## src/rtl/eq_seq8.sv

```systemverilog
// eq_seq8: byte-serial A==B comparator reusing one 8-bit slice, with start/busy/done handshake.
module eq_seq8 #(
    parameter int WIDTH      = 32,
    parameter bit EARLY_EXIT = 1'b0
) (
    input  logic             clk,
    input  logic             rst,
    input  logic             start,
    input  logic [WIDTH-1:0] a,
    input  logic [WIDTH-1:0] b,
    output logic             busy,
    output logic             done,
    output logic             eq,
    output logic             ne
);
    localparam int NBYTES = (WIDTH + 7) / 8;
    localparam int W8     = NBYTES * 8;
    localparam int IW     = NBYTES > 1 ? $clog2(NBYTES) : 1;
    localparam logic [0:0] IDLE = 1'b0;
    localparam logic [0:0] CMP  = 1'b1;

    logic [0:0]    state;
    logic [W8-1:0] pa, pb;
    logic [IW-1:0] idx;
    logic          miss;
    logic [7:0]    byte_a, byte_b;
    logic          miss_n, term;

    // the mismatch register stands in for the cascade input of the next slice
    always_comb begin
        byte_a = 8'(pa >> {idx, 3'b000});
        byte_b = 8'(pb >> {idx, 3'b000});
        miss_n = miss | (byte_a != byte_b);
        term   = (idx == IW'(NBYTES - 1)) | (EARLY_EXIT & miss_n);
    end

    assign busy = (state == CMP);

    always_ff @(posedge clk) begin
        if (rst) begin
            state <= IDLE;
            done  <= 1'b0;
            eq    <= 1'b0;
            ne    <= 1'b0;
            idx   <= '0;
            miss  <= 1'b0;
            pa    <= '0;
            pb    <= '0;
        end else begin
            done <= 1'b0;
            if (state == IDLE && start) begin
                pa    <= W8'(a);
                pb    <= W8'(b);
                idx   <= '0;
                miss  <= 1'b0;
                state <= CMP;
            end else if (state == CMP) begin
                if (term) begin
                    eq    <= !miss_n;
                    ne    <= miss_n;
                    done  <= 1'b1;
                    state <= IDLE;
                end else begin
                    idx  <= idx + IW'(1);
                    miss <= miss_n;
                end
            end
        end
    end
endmodule

```

## config.mk

```make
export PLATFORM = sky130hd
export DESIGN_NAME = eq_seq8
export DESIGN_NICKNAME = d
export VERILOG_FILES = /design/src/rtl/eq_seq8.sv
export SDC_FILE = /design/constraint.sdc
export NUM_CORES = 1
export LEC_CHECK = 0
export ABC_CLOCK_PERIOD_IN_PS = 2800
export CAP_MARGIN = 25
export CORE_ASPECT_RATIO = 0.9
export CORE_MARGIN = 2
export CORE_UTILIZATION = 28
export DETAILED_ROUTE_END_ITERATION = 12
export PLACE_DENSITY = 0.5
export RECOVER_POWER = 25
export SETUP_SLACK_MARGIN = 0.02
export SYNTH_ARGS = -nofsm -noshare
export SYNTH_HDL_FRONTEND = slang
export SYNTH_SLANG_ARGS = --single-unit
```

## constraint.sdc

```tcl
create_clock -name clk -period 2.8 [get_ports clk]
set_input_delay 0.56 -clock clk [delete_from_list [all_inputs] [get_ports clk]]
set_output_delay 0.56 -clock clk [all_outputs]
set_load 0.005 [all_outputs]
```

==> Word level (Yosys, flattened, before mapping) <==
Cells that the tools add are included.
{ "totals": {"word_cells": 27, "output_inout_bits": 4, "regBits": 71, "inputBits": 67} }
{ "classes": {"shift": 2, "reduce_logical": 6, "n_mux": 4, "n_addsub": 1, "eq_ne": 2, "bitwise_logic": 4} }
{ "ops": {"columns": ["operator", "count"], "rows": [
  ["$shr 32x5->8", 2],
  ["$ne 8x8->1", 1],
  ["$mux 1", 4],
  ["$not 1->1", 3],
  ["$reduce_and 3->1", 1],
  ["$reduce_or 3->1", 1],
  ["$add 2x1->2 const B", 1],
  ["$eq 2x2->1 const B", 1],
  ["$reduce_and 2->1", 1],
  ["$reduce_or 2->1", 1],
  ["$logic_and 1x1->1", 1],
  ["$logic_not 1->1", 1],
  ["$or 1x1->1", 1]
]} }

==> Longest topological paths before layout <==
{ "depth": {"depth_word": 4, "ltp_mapped": 6, "ltp_nobuf": 5} }

==> Worst setup path before layout <==
No wires, ideal clock.
{ "synth_path": {"kind": "register to register", "from": "register idx[0]", "to": "register miss", "arrival_ps": 1772, "path_slack_ps": 904, "period_less_slack_ps": 1896, "stages_incl_launch_ff": 7, "n_path_buf": 1, "cell_sequence": "dfxtp_1 buf_6 mux4_2 xor2_1 or3_1 a211oi_2 a21oi_1"} }
{ "synth_between": {"elab_chain_cells": 3} }
{ "synth_lines": {"columns": ["item", "line_no", "text"], "rows": [
  ["from (decl)", "24", "logic [IW-1:0] idx;"],
  ["from (signal assigned)", "64", "idx <= idx + IW'(1);"],
  ["$shr 32x5->8, or another cell as far along", "31", "byte_a = 8'(pa >> {idx, 3'b000});"],
  ["$ne 8x8->1 / $not 1->1 (equally long branches)", null, null],
  ["$or 1x1->1 / $reduce_and 2->1 (equally long branches)", null, null],
  ["to (signal assigned)", "65", "miss <= miss_n;"],
  ["to (decl)", "25", "logic miss;"]
]} }
Parallel ways exist; a longest one is shown, timed or not.
A chain may end at the register's enable or synchronous reset.

==> Final worst setup path <==
Ends and elaborated chain as after synthesis.

==> tab_implementation.tex <==
\begin{tabular}{lr}
\hline
Metric & Value \\
\hline
\multicolumn{2}{l}{\textbf{Finish}} \\
Area overhead of the layout relative to synthesis & 39.5\% \\
Non-filler cells in the finished layout & 550 \\
Fraction of layout instances using a drive strength above 1 & 0.0689 \\
Layout Nets & 484 \\
Count of antenna diodes in the layout & 0 \\
Most frequent cells in the layout & 129 x sky130\_fd\_sc\_hd\_\_nand2\_1, 71 x sky130\_fd\_sc\_hd\_\_dfxtp\_1, 69 x sky130\_fd\_sc\_hd\_\_clkdlybuf4s50\_1, 66 x sky130\_fd\_sc\_hd\_\_a21oi\_1, 19 x sky130\_fd\_sc\_hd\_\_xor2\_1 \\
Most common cell after layout, fill and taps aside & sky130\_fd\_sc\_hd\_\_nand2\_1 \\
\multicolumn{2}{l}{\textbf{Global route}} \\
Initial antenna violation count & 0 \\
Global-route met2 utilization & 0.195 \\
GRT met1 Usage & 0.182 \\
Via count of the first global-routing pass & approximately 2400 \\
Gr usage total & 0.133 \\
Global-route track usage on met3 & 0.0439 \\
First-pass GRT wire length & 11800 µm \\
Remaining Overflow, GRT & 0 \\
Pin count of the biggest net entering global routing & 65 \\
Peak-usage layer in the global routing report & met2 \\
\multicolumn{2}{l}{\textbf{Critical path}} \\
Worst setup EP type & register \\
Critical Path Fanout Max & 10 \\
Launch point of the worst path & idx[0] \\
Largest stage delay on the critical path & 0.45 ns \\
Depth of the worst register-to-register path & 6 \\
Slowest library cell on the worst path & sky130\_fd\_sc\_hd\_\_dfxtp\_1 \\
Cell family with the largest share of critical-path delay & flip-flops \\
Termination of the worst setup path & miss \\
Critical path cell sequence & clkbuf\_1, mux4\_1, xor2\_1, or3\_1, a211oi\_2, a21oi\_1 \\
Buffer and inverter count on the worst path & 1 \\
Element type at the critical path start & register \\
Worst setup slack for register-to-register paths & $\sim$0.54 ns \\
Path type of the worst setup path & reg2reg \\
Arrival time reported for the critical path endpoint & approximately 2.5 ns \\
Worst reg2reg endpoint & miss \\
Total number of cells along the worst setup path & 6 \\
Worst R2R Start & idx[0] \\
Critical Path RT & about 3.0 ns \\
\multicolumn{2}{l}{\textbf{STA}} \\
Setup Viol. Count Final & 0 \\
Post-layout min period & roughly 2.3 ns \\
Clock Skews & 0.00532 ns \\
Tightest Pin Transition & a little over 1 ns \\
Final Slew Violations & 0 \\
Hold violation total from the final report & 0 \\
Highest Clock Rate & between 0.4 and 0.5 GHz \\
Worst slew margin relative to its limit & 0.318 \\
Period Utilization, post-route & 0.805 \\
Total Neg Setup Slack & 0 ns \\
RSZ-0062 raised after global routing & no \\
\multicolumn{2}{l}{\textbf{Drt}} \\
Count of routing violations after the opening detailed-route iteration & roughly 120 \\
Drt wl/cell & approximately 13 µm \\
Wirelength, routed & $\sim$7100 µm \\
Per-cell via count in the routed design & roughly 4.5 \\
Drc violations & 0 \\
Vias after detailed routing & between 2000 and 2500 \\
DRT Pass-1 Iters & 4 \\
Antenna viol nets, final & 0 \\
\multicolumn{2}{l}{\textbf{Placed design}} \\
Total half-perimeter wirelength after legalization and detailed placement & 5010 µm \\
Final weighted congestion in routability-driven placement & 0.742 \\
Placed Instances & about 530 \\
Count of buffers from port buffering & 70 \\
\multicolumn{2}{l}{\textbf{Floorplanning}} \\
Die width & between 100 and 150 µm \\
Effective utilization at floorplan & 0.287 \\
Placeable core region & slightly above 0.01 mm² \\
Total Die Area & 0.0113 mm² \\
I/O pin count & 71 \\
Total number of placement rows & 35 \\
Height of the die & around 100 µm \\
\multicolumn{2}{l}{\textbf{Power and ir drop}} \\
Power per cell area & between 600 and 700 mW/mm² \\
Leakage & roughly 1.6 nW \\
Maximum resistive drop on vdd & between 0.3 and 0.4 mV \\
\multicolumn{2}{l}{\textbf{Yosys}} \\
Syn\_nets & between 400 and 500 \\
Part of the Yosys area used for sequential elements & 0.485 \\
Synthesized instance count & 354 \\
Synthesis warning total & 0 \\
Library cells used by synthesis & 32 \\
Synthesized area divided by synthesized cell count & just over 8 µm² \\
Synth Cell Area & about 0.003 mm² \\
Synth Register Bits & 71 \\
\multicolumn{2}{l}{\textbf{CTS}} \\
Bufs on Longest Clock Path & 2 \\
PostCTS Resize Cnt & 0 \\
H-tree depth & 3 \\
Clk\_lat worst skew & about 0.33 ns \\
TritonCTS clock tree & done \\
Clock-pin transition on the worst setup and hold timing paths & 0.06 ns \\
Root Driver & sky130\_fd\_sc\_hd\_\_clkbuf\_16 \\
Inserted Clock Buffers & 9 \\
Sink count of the clock tree & 71 \\
Post-CTS Setup Inserts & 0 \\
Hold-fix buffers at CTS & 0 \\
\multicolumn{2}{l}{\textbf{Job}} \\
Number of maximum-capacitance constraint violations & 0 \\
\multicolumn{2}{l}{\textbf{Worst hold path}} \\
Min-Delay Path Class & reg2reg \\
\multicolumn{2}{l}{\textbf{Outcome}} \\
Status & finished, final reports clean \\
\hline
\end{tabular}
[logic make-up after synthesis]
kind of cell / Yosys count / share of synthesized area
buffers and inverters: 27 / 0.0427
AND/OR/NAND/NOR: 148 / 0.203
flip-flops: 71 / 0.485
AO/OA/AOI/OAI: 75 / 0.141
XOR/XNOR: 26 / 0.0777
multiplexers: 6 / 0.0457
adder cells (fa/ha/maj): 1 / 0.00427
[worst min-delay path by stage]
stage          cells after the start    from  endpoint
2_1_floorplan                      2  pa[17]    pa[17]
3_3_place_gp                       2   pb[5]     pb[5]
3_5_place_dp                       2   pa[1]     pa[1]
4_1_cts                            2   pa[1]     pa[1]
5_1_grt                            2   pa[1]     pa[1]
6_report                           2   pa[1]     pa[1]
[synthesized netlist by cell type]
| master | n | area share |
|---|---|---|
| sky130_fd_sc_hd__xnor2_1 | 7 | 0.021 |
| sky130_fd_sc_hd__buf_2 | 1 | 0.0017 |
| sky130_fd_sc_hd__a32o_1 | 1 | 0.0034 |
| sky130_fd_sc_hd__nand2b_1 | 2 | 0.0043 |
| sky130_fd_sc_hd__a21oi_1 | 66 | 0.11 |
| sky130_fd_sc_hd__a22oi_1 | 1 | 0.0026 |
| sky130_fd_sc_hd__nor4_1 | 1 | 0.0021 |
| sky130_fd_sc_hd__nor4b_1 | 2 | 0.0060 |
| sky130_fd_sc_hd__o211ai_1 | 1 | 0.0026 |
| sky130_fd_sc_hd__xor2_1 | 19 | 0.057 |
| sky130_fd_sc_hd__nor2_1 | 6 | 0.0077 |
| sky130_fd_sc_hd__clkbuf_1 | 12 | 0.015 |
| sky130_fd_sc_hd__nand2_1 | 129 | 0.17 |
| sky130_fd_sc_hd__nand2_2 | 1 | 0.0021 |
| sky130_fd_sc_hd__nor2b_1 | 2 | 0.0043 |
| sky130_fd_sc_hd__or3_1 | 1 | 0.0021 |
| sky130_fd_sc_hd__mux4_2 | 2 | 0.015 |
| sky130_fd_sc_hd__a211oi_2 | 1 | 0.0043 |
| sky130_fd_sc_hd__dfxtp_1 | 71 | 0.49 |
| sky130_fd_sc_hd__buf_1 | 9 | 0.012 |
| sky130_fd_sc_hd__and4_1 | 2 | 0.0060 |
| sky130_fd_sc_hd__a31oi_1 | 1 | 0.0021 |
| sky130_fd_sc_hd__inv_1 | 2 | 0.0026 |
| sky130_fd_sc_hd__mux2i_1 | 1 | 0.0034 |
| sky130_fd_sc_hd__o41ai_1 | 1 | 0.0030 |
| sky130_fd_sc_hd__o32ai_2 | 1 | 0.0056 |
| sky130_fd_sc_hd__buf_6 | 3 | 0.012 |
| sky130_fd_sc_hd__ha_1 | 1 | 0.0043 |
| sky130_fd_sc_hd__mux4_1 | 3 | 0.027 |
| sky130_fd_sc_hd__a21oi_2 | 1 | 0.0030 |
| sky130_fd_sc_hd__o21ai_0 | 1 | 0.0017 |
| sky130_fd_sc_hd__nor3_1 | 2 | 0.0034 |
[registers in the layout (all words and copies together) (netlist names)]
register,flops
pa,32
busy,1
idx,2
ne,1
eq,1
pb,32
done,1
miss,1
[worst min-delay path, delay by kind of cell (launching register included)]
kind | cells | cell delay (ns)
and+or+nand+nor | 1 | 0.05
DFF | 1 | 0.30
AOI/OAI and AO/OA | 1 | 0.05
[metrics by stage]
step	cell area [µm²]	hold WS (ns)	power, mW	setup WS, ns	utilization
finish	4090	0.452	2.72	0.545	0.400
global route	4090	0.474	2.84	0.382	0.400
CTS	4090	0.452	2.77	0.767	0.401
detailed placement	3750	0.444	1.45	0.702	0.367
global placement	3750	0.442	1.45	0.724	0.367
floorplan	2930	0.432	1.30	0.904	-
[cell type report]
class,count,area [µm²]
multi-input cells,256,1390
inverters,2,7.51
flip-flops and latches,71,1420
fillers,1079,6120
clock buffers,9,225
well taps,129,161
clock inverters,7,120
repair buffers,76,758
[metal layers]
| layer | wire length [µm] | part of all wire |
|---|---|---|
| met5 | 0 | 0 |
| met4 | 111 | 0.016 |
| met3 | 326 | 0.046 |
| met2 | 3070 | 0.43 |
| met1 | 3580 | 0.51 |
[where the power goes]
group / total [mW] / internal, mW / switching [mW] / leakage [nW]
clock network: 1.30 / 0.872 / 0.428 / 0.166
registers: 1.10 / 1.07 / 0.0362 / 0.582
logic: 0.319 / 0.173 / 0.147 / 0.843
total: 2.72 / 2.11 / 0.611 / 1.59
(Power assumes the default switching activity.)
